[src/rtl/pmem_loader_if.sv]
// pmem_loader_if: groups the program-load handshake and the CPU-side
// fetch/control signals of pmem_loader.
//   master modport : load host / CPU side (drives ld_start, ld_abort, ld_valid,
//                    ld_data, run_en, fetch_addr; observes the rest)
//   slave modport  : pmem_loader itself
interface pmem_loader_if;
    logic       ld_start;   // single-cycle request to begin a 16-word session
    logic       ld_abort;   // terminates an active session
    logic       ld_valid;   // ld_data holds a valid program byte
    logic [7:0] ld_data;    // {opcode[7:4], imm[3:0]}
    logic       ld_ready;   // loader accepts a byte this cycle
    logic [3:0] ld_addr;    // word index of the next accepted byte
    logic       ld_busy;    // session in progress
    logic       ld_done;    // one-cycle pulse after a completed load
    logic       run_en;     // external permission for the CPU to run
    logic [3:0] fetch_addr; // CPU program counter
    logic [7:0] fetch_data; // instruction word at fetch_addr
    logic       cpu_run;    // CPU clock enable
    logic       cpu_rst_n;  // active-low CPU reset

    modport master (
        output ld_start, ld_abort, ld_valid, ld_data, run_en, fetch_addr,
        input  ld_ready, ld_addr, ld_busy, ld_done, fetch_data, cpu_run, cpu_rst_n
    );

    modport slave (
        input  ld_start, ld_abort, ld_valid, ld_data, run_en, fetch_addr,
        output ld_ready, ld_addr, ld_busy, ld_done, fetch_data, cpu_run, cpu_rst_n
    );
endinterface

[src/rtl/pmem_loader.sv]
// pmem_loader: 16 x 8-bit program memory with a byte-serial loader.
// A load session (ld_start) writes 16 bytes over a valid/ready handshake,
// holding the CPU in reset while it runs; ld_abort ends it early keeping the
// words already written. The CPU fetches combinationally at any time.
// Ports:
//   clk     : rising-edge clock
//   reset_n : asynchronous active-low reset (memory back to FILL)
//   bus     : pmem_loader_if.slave (load handshake, fetch port, CPU control)
module pmem_loader #(
    parameter logic [7:0] FILL = 8'hF0  // JMP_Im 0: self-loop at address 0
) (
    input logic          clk,
    input logic          reset_n,
    pmem_loader_if.slave bus
);

    localparam logic [1:0] StIdle = 2'd0;
    localparam logic [1:0] StLoad = 2'd1;
    localparam logic [1:0] StDone = 2'd2;

    logic [1:0] state_q, state_d;
    logic [3:0] wcnt_q, wcnt_d;
    logic [7:0] mem_q [16];
    logic       wr_en;

    // Abort outranks a same-cycle transfer; start is only honoured in idle.
    always_comb begin
        state_d = state_q;
        wcnt_d  = wcnt_q;
        wr_en   = 1'b0;
        case (state_q)
            StIdle: begin
                if (bus.ld_start) begin
                    state_d = StLoad;
                    wcnt_d  = 4'd0;
                end
            end
            StLoad: begin
                if (bus.ld_abort) begin
                    state_d = StIdle;
                end else if (bus.ld_valid) begin
                    wr_en  = 1'b1;
                    wcnt_d = wcnt_q + 4'd1;  // wraps 15 -> 0 on the last word
                    if (wcnt_q == 4'd15) begin
                        state_d = StDone;
                    end
                end
            end
            StDone:  state_d = StIdle;
            default: state_d = StIdle;
        endcase
    end

    always_ff @(posedge clk or negedge reset_n) begin
        if (!reset_n) begin
            state_q <= StIdle;
            wcnt_q  <= 4'd0;
        end else begin
            state_q <= state_d;
            wcnt_q  <= wcnt_d;
        end
    end

    always_ff @(posedge clk or negedge reset_n) begin
        if (!reset_n) begin
            for (int i = 0; i < 16; i++) begin
                mem_q[i] <= FILL;
            end
        end else if (wr_en) begin
            mem_q[wcnt_q] <= bus.ld_data;
        end
    end

    logic in_session;
    assign in_session = (state_q == StLoad) || (state_q == StDone);

    assign bus.ld_ready   = (state_q == StLoad);
    assign bus.ld_busy    = in_session;
    assign bus.ld_done    = (state_q == StDone);
    assign bus.ld_addr    = wcnt_q;
    assign bus.fetch_data = mem_q[bus.fetch_addr];
    // CPU reset is decoded from registered state, so it only changes on clk
    // edges (or goes high asynchronously with reset_n).
    assign bus.cpu_rst_n  = !in_session;
    assign bus.cpu_run    = !in_session && bus.run_en;

endmodule

[src/flat_wrapper.sv]
// flat-port wrapper written by rule: the top's interface ports become plain ports
module pmem_loader_flat 
#(
    parameter logic [7:0] FILL = 8'hF0                                     
)
  (clk, reset_n, bus_ld_start, bus_ld_abort, bus_ld_valid, bus_ld_data, bus_run_en, bus_fetch_addr, bus_ld_ready, bus_ld_addr, bus_ld_busy, bus_ld_done, bus_fetch_data, bus_cpu_run, bus_cpu_rst_n);
  pmem_loader_if bus_i ();
  input logic clk;
  input logic reset_n;
  input wire logic [$bits(bus_i.ld_start)-1:0] bus_ld_start;
  input wire logic [$bits(bus_i.ld_abort)-1:0] bus_ld_abort;
  input wire logic [$bits(bus_i.ld_valid)-1:0] bus_ld_valid;
  input wire logic [$bits(bus_i.ld_data)-1:0] bus_ld_data;
  input wire logic [$bits(bus_i.run_en)-1:0] bus_run_en;
  input wire logic [$bits(bus_i.fetch_addr)-1:0] bus_fetch_addr;
  output wire logic [$bits(bus_i.ld_ready)-1:0] bus_ld_ready;
  output wire logic [$bits(bus_i.ld_addr)-1:0] bus_ld_addr;
  output wire logic [$bits(bus_i.ld_busy)-1:0] bus_ld_busy;
  output wire logic [$bits(bus_i.ld_done)-1:0] bus_ld_done;
  output wire logic [$bits(bus_i.fetch_data)-1:0] bus_fetch_data;
  output wire logic [$bits(bus_i.cpu_run)-1:0] bus_cpu_run;
  output wire logic [$bits(bus_i.cpu_rst_n)-1:0] bus_cpu_rst_n;
  assign bus_i.ld_start = bus_ld_start;
  assign bus_i.ld_abort = bus_ld_abort;
  assign bus_i.ld_valid = bus_ld_valid;
  assign bus_i.ld_data = bus_ld_data;
  assign bus_i.run_en = bus_run_en;
  assign bus_i.fetch_addr = bus_fetch_addr;
  assign bus_ld_ready = bus_i.ld_ready;
  assign bus_ld_addr = bus_i.ld_addr;
  assign bus_ld_busy = bus_i.ld_busy;
  assign bus_ld_done = bus_i.ld_done;
  assign bus_fetch_data = bus_i.fetch_data;
  assign bus_cpu_run = bus_i.cpu_run;
  assign bus_cpu_rst_n = bus_i.cpu_rst_n;
  pmem_loader #(.FILL(FILL)) u_core (.clk(clk), .reset_n(reset_n), .bus(bus_i));
endmodule
[config.mk]
export PLATFORM = sky130hd
export DESIGN_NAME = pmem_loader_flat
export DESIGN_NICKNAME = d
export VERILOG_FILES = /design/src/rtl/pmem_loader_if.sv /design/src/rtl/pmem_loader.sv /design/src/flat_wrapper.sv
export SDC_FILE = /design/constraint.sdc
export NUM_CORES = 1
export LEC_CHECK = 0
export BUFFER_PORTS_ARGS = -buffer_cell sky130_fd_sc_hd__clkbuf_2
export CAP_MARGIN = 20
export CORE_UTILIZATION = 40
export DETAILED_ROUTE_END_ITERATION = 16
export PLACE_DENSITY = 0.53
export SLEW_MARGIN = 30
export SYNTH_ARGS = -nofsm -noshare
export SYNTH_HDL_FRONTEND = slang
export SYNTH_SLANG_ARGS = --single-unit
[constraint.sdc]
create_clock -name clk -period 4.9 [get_ports clk]
set_input_delay 0.49 -clock clk [delete_from_list [all_inputs] [get_ports clk]]
set_output_delay 0.49 -clock clk [all_outputs]
set_load 0.05 [all_outputs]
==> flow_summary.ini <==
[status]
run_status = finished, final reports clean

[floorplanning]
total_die_area_um2 = 16800
initial_util_pct = 41.0
design.core.area_um2 = 15900
floorplan.io_pins = 35
placement_rows = 46
chipHeight_um = 130
die_span_x_um = 130

[synth]
synthCells = 408
syn_avg_cell_area_um2 = 16.0
synth_enable_flop_cells = 0
yosys_register_bits = 134
synthMuxAreaShare_pct = 33.4
synthesis.nets = 434
synth-compound-area-share_pct = 2.58
netlist_area_um2 = 6510
synthXorXnorAreaFrac_pct = 0.269
proportion_of_synthesized_flip_flops_having_asynchronous_set_or_reset_pct = 100
synthAdderAreaFrac_pct = 1.54
synth_top_family_by_area = multiplexers
synth_seq_area_share_pct = 52.7
synth_cell_type_count = 35
synth-main-ff-cell = dfrtp_1
synthSimpleGateAreaFrac_pct = 7.25
ys_warn_count = 0

[placement]
pre_cts_ws_ns = 1.65
gpl_congestion = 0.743
dp_hpwl_um = 9010
port_buffers = 34
dpl.cell_count = 640

[final_layout]
multi_input_gate_area_in_the_final_layout_um2 = 2930
syn2layout_area_growth_pct = 13.9
layoutNonFillerInstCount = 672
final_common_cell = mux2_2
diode_count = 0
final.fill_count = 1408
numnets_final = 469
area.sequential_um2 = 3430
post_route_cells_drive_above_1_share_pct = 68.0
commonest_cells_after_routing_fill_and_taps_aside = mux2_2, dfrtp_1, dfstp_2, clkbuf_2, mux4_2

[sta]
timing.final.max_slew_violations = 0
worst_slack_on_hold_paths_ns = 0.130
fin_ws_ns = 1.78
report.final.hold_viol_count = 0
timing_worst_slew_pin_value_ns = 0.968
clock-skew-final_ns = 0.00745
rsz0062_at_grt = false
slew_headroom_pct = 35.5
maxClockFrequency_mhz = 321
post-route-min-period_ns = 3.12
fin_setup_tns_ns = 0
setup_viol = 0
fin_crit_sh_pct = 63.6

[critical_path]
worstSetupEndpointType = output pin
worst_r2r_endpoint = u_core.mem_q[122]
rrSetupSlack_ns = 2.56
startpoint_type = input port
timing.critical_path.fanout_max = 21
required_ns = 4.41
reg2reg_from = u_core.state_q[1]
cp.arrival_ns = 2.63
reg2regPathDepth = 5
timing_worst_setup_path_type = input port to output pin

[global_routing]
grt_first_pass_wirelength_um = 22300
grt-ovfl-total = 0
via_count_of_the_first_global_routing_pass = 3797
globalRouteTotalUtil_pct = 18.8
maximum_number_of_pins_on_one_net_before_global_route_repair = 57
number_of_antenna_violations_at_the_first_check_in_global_routing = 0

[detailed_routing]
drtAntennaViolNets = 0
detail_route.wl_per_cell_um = 20.6
detail_route.wirelength_um = 13800
drt_first_iter_violations = 141
via_count_of_the_routed_design = 3533
length_of_the_first_detailed_routing_pass_in_iterations = 4
vias_per_cell = 5.26
drcViolationCount = 0

[clocking]
cts_resized = 0
post_cts_buffers = 0
path_clk_slew_ns = 0.06
holdBufCountCts = 0
clock_latency_ns = 0.42
ctsLongestPathBuffers = 2
htreeDepth = 4
numClockSinks = 134
cts_inserted_buffers = 17
tritoncts = yes
clock_tree_root_driver_cell = clkbuf_16

[pwr]
power.combinational.fraction_pct = 19.3
seq_power_share_pct = 43.8
power.density_nw_per_um2 = 434
p_sw_uw = 884
peakVddDrop_mv = 0.311
p_clk_share_pct = 36.8
power.leakage_uw = 0.00351
switching_share_pct = 27.5
internal_power_uw = 2330
design_power_total_uw = 3220

[run]
maxCapViolations = 0

[hold_path]
hold_path.class = input port to async pin
## worst max-delay path by stage
stage,start,endpoint,slack (ns),cells after the start
2_1_floorplan,bus_fetch_addr[0],bus_fetch_data[5],2.58,5
3_3_place_gp,bus_fetch_addr[0],bus_fetch_data[1],1.66,6
3_5_place_dp,bus_fetch_addr[0],bus_fetch_data[1],1.65,6
4_1_cts,bus_fetch_addr[0],bus_fetch_data[1],1.65,6
5_1_grt,bus_fetch_addr[0],bus_fetch_data[1],1.57,6
6_report,bus_fetch_addr[0],bus_fetch_data[1],1.78,6
## logic make-up (layout without fill, tap and decap cells)
| group | Yosys count | after routing |
|---|---|---|
| compound gates | 24 | 24 |
| xor+xnor | 2 | 2 |
| fa+ha+maj | 8 | 8 |
| buf+inv | 28 | 76 |
| flops | 134 | 134 |
| mux | 161 | 161 |
| simple gates | 51 | 51 |
## layer usage
layer | track usage, % | up-vias | share of wire, %
met2 | 29.5 | 60 | 48
li1 | - | 1588 | -
met4 | 5.95 | 0 | 1.2
met1 | 25.1 | 1871 | 47
met3 | 5.28 | 14 | 3.8
met5 | 0 | - | 0
## synthesized netlist by cell type, types with 3 or more instances
master	number	area (um2)
ha_1	8	100
dfstp_2	64	1680
buf_4	3	22.5
inv_1	6	22.5
nor2b_1	3	18.8
nor2_8	9	180
nand3_2	3	30.0
o21ai_0	5	25.0
nand2_4	4	45.0
buf_1	5	18.8
nand2_1	12	45.0
clkbuf_1	9	33.8
dfrtp_1	70	1750
mux2_2	126	1420
a22oi_1	16	120
mux2_1	3	33.8
mux4_2	32	721
nor2_1	5	18.8
## metrics by stage
step	utilization (%)	area, um2
after floorplan	-	6510
after global placement	43.2	6860
after CTS	46.7	7410
after global routing	46.7	7410
after detailed placement	43.2	6860
final	46.7	7410
## power by group through the flow
| stage | logic (uW) | clock network (uW) | registers [uW] |
|---|---|---|---|
| 6_report | 621 | 1190 | 1410 |
| 5_1_grt | 676 | 1270 | 1430 |
| 4_1_cts | 634 | 1210 | 1410 |
| 3_5_place_dp | 633 | 0 | 1420 |
| 3_3_place_gp | 619 | 0 | 1420 |
| 2_1_floorplan | 483 | 0 | 1420 |
## layout make-up
| class | instances | area share, % |
|---|---|---|
| Sequential cell | 134 | 46.3 |
| Inverter | 6 | 0.304 |
| Clock buffer | 29 | 7.29 |
| Tap cell | 216 | 3.64 |
| Clock inverter | 3 | 0.202 |
| Timing Repair Buffer | 38 | 2.73 |
| Multi-Input combinational cell | 246 | 39.5 |
## state kept, by name, summed over array words and instances, names as in the netlist
signal,flops
u_core.bus.ld_addr,4
u_core.mem_q,128
u_core.state_q,2
## critical path, stage by stage
cell and delay (ns):
clkbuf_2 0.64, buf_4 0.31, mux4_2 0.50, a22oi_1 0.30, nand2_1 0.11, clkbuf_2 0.25
(Power assumes the default switching activity.)
